### src/rtl/wb_regfile.sv
// wb_regfile: MIPS write-back mux, 32x32 register file, commit counter and sticky error flag.
// Define WB_REGFILE_BYPASS_EN to forward the committing value to same-cycle reads.
module wb_regfile (
    input  logic        clk,
    input  logic        rst_n,
    input  logic [31:0] inLoadWordDividerMEM,
    input  logic [31:0] inAluLatch,
    input  logic [31:0] inPcPlus8,
    input  logic [4:0]  inMuxRtRd,
    input  logic        inRegWrite,
    input  logic [1:0]  inMemtoReg,
    input  logic [4:0]  inRs,
    input  logic [4:0]  inRt,
    output logic [31:0] outRsData,
    output logic [31:0] outRtData,
    output logic [31:0] outWriteData,
    output logic [31:0] outWbCount,
    output logic        outWbErr
);
    logic [31:0] regs [0:31];
    logic        commit;
    logic        bypassRs;
    logic        bypassRt;

    always_comb
        outWriteData = inMemtoReg == 2'b00 ? inAluLatch :
                       inMemtoReg == 2'b01 ? inLoadWordDividerMEM :
                       inMemtoReg == 2'b10 ? inPcPlus8 : '0;

    // Gated by rst_n so a held reset never leaks a pending write through the bypass.
    assign commit = rst_n && inRegWrite && inMuxRtRd != 5'd0 && inMemtoReg != 2'b11;

`ifdef WB_REGFILE_BYPASS_EN
    assign bypassRs = commit && inRs == inMuxRtRd;
    assign bypassRt = commit && inRt == inMuxRtRd;
`else
    assign bypassRs = 1'b0;
    assign bypassRt = 1'b0;
`endif

    assign outRsData = inRs == 5'd0 ? '0 : bypassRs ? outWriteData : regs[inRs];
    assign outRtData = inRt == 5'd0 ? '0 : bypassRt ? outWriteData : regs[inRt];

    always_ff @(posedge clk or negedge rst_n) begin
        if (!rst_n) begin
            for (int i = 0; i < 32; i++) regs[i] <= '0;
            outWbCount <= '0;
            outWbErr   <= 1'b0;
        end else begin
            if (commit) regs[inMuxRtRd] <= outWriteData;
            if (commit) outWbCount <= outWbCount + 32'd1;
            if (inRegWrite && inMemtoReg == 2'b11) outWbErr <= 1'b1;
        end
    end
endmodule

### config.mk
export PLATFORM = sky130hd
export DESIGN_NAME = wb_regfile
export DESIGN_NICKNAME = d
export VERILOG_FILES = /design/src/rtl/wb_regfile.sv
export SDC_FILE = /design/constraint.sdc
export NUM_CORES = 2
export LEC_CHECK = 0
export CAP_MARGIN = 15
export CORE_MARGIN = 2
export CORE_UTILIZATION = 45
export DETAILED_ROUTE_END_ITERATION = 16
export PLACE_DENSITY = 0.67
export SLEW_MARGIN = 20
export SYNTH_ARGS = -nofsm -noshare
export SYNTH_HDL_FRONTEND = slang
export SYNTH_SLANG_ARGS = --single-unit
### constraint.sdc
create_clock -name clk -period 3.75 [get_ports clk]
set_input_delay 0.75 -clock clk [delete_from_list [all_inputs] [get_ports clk]]
set_output_delay 0.75 -clock clk [all_outputs]
set_load 0.01 [all_outputs]
==> results.py <==
metrics = {
    "outcome": {
        "status": "finished, violations left",
        "violations": "setup timing",
    },
    "floorplan": {
        "initial_core_util_pct": 45.3,
        "row_count": 128,
        "die_area_um2": 125000,
        "die_h_um": 354,
        "ios": 245,
        "die_x_um": 354,
        "core_um2": 122000,
    },
    "timing": {
        "slew_headroom_pct": 33.1,
        "finalMaxSlewViolations": 0,
        "fin_crit_sh_pct": 101,
        "rsz0062_at_grt": "yes",
        "setup_ws_ns": -0.0285,
        "fmax_mhz": 265,
        "hold_viol_final": 0,
        "worst_pin_slew_ns": 1.00,
        "setup_violations": 3,
        "min_period_ns": 3.78,
        "fin_skew_ns": 0.00761,
    },
    "worst_setup_path": {
        "critPathTopFamily": "buffers and inverters",
        "worst-path-buf-inv": 4,
        "startpoint_type": "input pin",
        "slowest_delay_ns": 0.50,
        "r2r-start": "outWbCount[4]$_DFFE_PN0P_",
        "critPathCapture": "outRsData[8]",
        "path_depth": 9,
        "end_kind": "output port",
        "worstPathArrival_ns": 3.03,
        "crit_start": "inRs[0]",
        "rrSetupSlack_ns": 1.67,
        "critPathSlowestCell": "mux4_2",
        "crit_chain": "buf_16 > buf_12 > mux4_2 > mux2i_1 > nor2_1 > a311oi_2 > a2111oi_2 > buf_4 > clkdlybuf4s50_1",
        "r2r_cells": 5,
        "r2r-end": "outWbCount[31]$_DFFE_PN0P_",
        "worstPathMaxFanout": 15,
        "worstPathRequired_ns": 3.00,
        "path_class": "in -> out",
    },
    "synth": {
        "syn_area_um2": 55200,
        "yosysWarningCount": 0,
        "synth_commonest_cells": "dfrtp_1 (1057), a21oi_1 (894), nor2_1 (869), mux4_2 (427), nand2_1 (355)",
        "synth_seq_cells": 1057,
        "yosysTopAreaCell": "dfrtp_1",
        "synthFlopType": "dfrtp_1",
        "post-synth-top-count-cell": "dfrtp_1",
        "synth_cell_types": 55,
        "synth_edf_count": 0,
        "syn_nets": 5241,
        "synth_top_area_share_pct": 47.9,
        "synthArstFlopShare_pct": 100,
        "seq_area_frac_synth_pct": 47.9,
        "synthCells": 5124,
        "ys_top_cells_by_area": "dfrtp_1 (48%), mux4_2 (17%), a21oi_1 (8.1%)",
        "syn_avg_cell_area_um2": 10.8,
    },
    "grt": {
        "grt_max_degree": 177,
        "antenna_found_initial": 11,
        "overflow": 0,
        "grt_use_total_pct": 30.3,
        "first_global_vias": 43700,
        "grt_pass1_wl_mm": 284,
    },
    "route": {
        "wl_per_cell_um": 27.3,
        "drt_drc_violations_left": 0,
        "vias_per_cell": 6.29,
        "dr.pass1.iters": 6,
        "ant_nets": 0,
        "first_iter_violations": 5526,
        "wl_mm": 193,
        "num_vias": 44600,
    },
    "pwr": {
        "finalPower_mw": 33.4,
        "peakVddDrop_uv": 457,
        "power_density_nw_per_um2": 500,
        "p_leak_nw": 29.4,
    },
    "placement": {
        "gp_congestion": 0.888,
        "hpwl_mm": 121,
        "numPortBuffers": 244,
    },
    "clock_network": {
        "cts-buffers-inserted": 111,
        "root_buffer": "clkbuf_16",
        "cts_tree": "built",
        "clk_latency_ns": 0.71,
        "path_clk_slew_ns": 0.06,
        "cts.sink_count": 1057,
        "clockBufferDepth": 3,
        "htreeDepth": 3,
    },
    "layout": {
        "synthToLayoutAreaGrowth_pct": 21.3,
        "register_area_um2": 26500,
        "fill_cells": 10200,
        "nets": 5477,
        "drive_gt1_share_pct": 22.5,
        "multiInputGateArea_um2": 26800,
        "utilization_pct": 55.0,
    },
    "worst_hold_path": {
        "hold_path.class": "reg -> reg",
    },
    "job": {
        "cap_violations": 0,
    },
}
## logic make-up (layout without fill, tap and decap cells)
family | Yosys count | in the layout | synth area share, %
flops | 1057 | 1057 | 47.9
simple gates | 1395 | 1396 | 10.6
buf+inv | 580 | 909 | 4.59
other cells | 0 | 1 | 0
mux | 770 | 770 | 23.7
xor+xnor | 31 | 31 | 0.492
fa+ha+maj | 1 | 1 | 0.0227
compound gates | 1290 | 1290 | 12.6
## state kept, by name (all words and copies together) (netlist names)
| name | flops |
|---|---|
| outWbCount | 32 |
| outWbErr | 1 |
| regs | 1024 |
## per-stage QoR
stage / setup WS [ns] / area (µm²) / instances / hold slack, ns / TNS [ns]
final: -0.0285 / 66900 / 7080 / 0.397 / -0.0511
after global routing: -0.0945 / 66900 / 7079 / 0.409 / -0.199
after CTS: -0.0351 / 66200 / 7042 / 0.397 / -0.0426
after detailed placement: -0.448 / 61900 / 6827 / 0.382 / -4.51
after global placement: -0.697 / 61900 / 6827 / 0.376 / -5.98
after floorplan: 0.448 / 55200 / 5124 / 0.441 / 0
## metal layers
metal / vias up / GRT usage [%] / share of wire (%)
li1: 18900 / - / -
met4: 14 / 12.9 / 4.7
met2: 2658 / 45.5 / 45
met5: - / 0 / 0.043
met3: 496 / 8.44 / 12
met1: 22500 / 41.6 / 39
## final cells by class
type                    instances  share of cell area (%)
clock buffers                 167                    4.99
flip-flops and latches       1057                    39.5
well taps                    1625                    3.04
repair buffers                666                    11.2
multi-input cells            3488                    40.1
diodes                          1                 0.00374
inverters                      36                   0.204
clock inverters                40                   0.946
## power by group
part	internal [mW]	switching (mW)
Clock	7.11	4.85
Combinational	3.50	3.39
Sequential	13.2	1.43
Total	23.8	9.67
## cells in the final DEF, fill, tap and decap left out, types with 116 or more instances in the layout
cell type        instances
nor2_1                 864
o21ai_0                210
mux4_2                 427
clkbuf_16              119
mux2i_1                298
buf_12                 116
nand2_1                352
clkdlybuf4s50_1        210
a21oi_1                853
buf_4                  285
dfrtp_1               1057
## worst min-delay path by stage
| stage | startpoint | to | slack, ns | depth (start not counted) |
|---|---|---|---|---|
| after global routing | regs[1000]$_DFFE_PN0P_ | regs[1000]$_DFFE_PN0P_ | 0.41 | 0 |
| final | regs[998]$_DFFE_PN0P_ | regs[998]$_DFFE_PN0P_ | 0.40 | 0 |
| after CTS | regs[994]$_DFFE_PN0P_ | regs[994]$_DFFE_PN0P_ | 0.40 | 0 |
| after floorplan | regs[1000]$_DFFE_PN0P_ | regs[1000]$_DFFE_PN0P_ | 0.44 | 1 |
| after global placement | regs[1009]$_DFFE_PN0P_ | regs[1009]$_DFFE_PN0P_ | 0.38 | 0 |
| after detailed placement | regs[994]$_DFFE_PN0P_ | regs[994]$_DFFE_PN0P_ | 0.38 | 0 |
## repair_timing
action,4_1_cts,5_1_grt
pin swaps,7,6
resized for setup,73,52
cloned,4,6
buffers inserted,3,31
hold buffers,1,0
hold endpoints to repair,7,0
endpoints found under the setup margin,41,35
No activity file was read; power rests on OpenSTA's default activity.
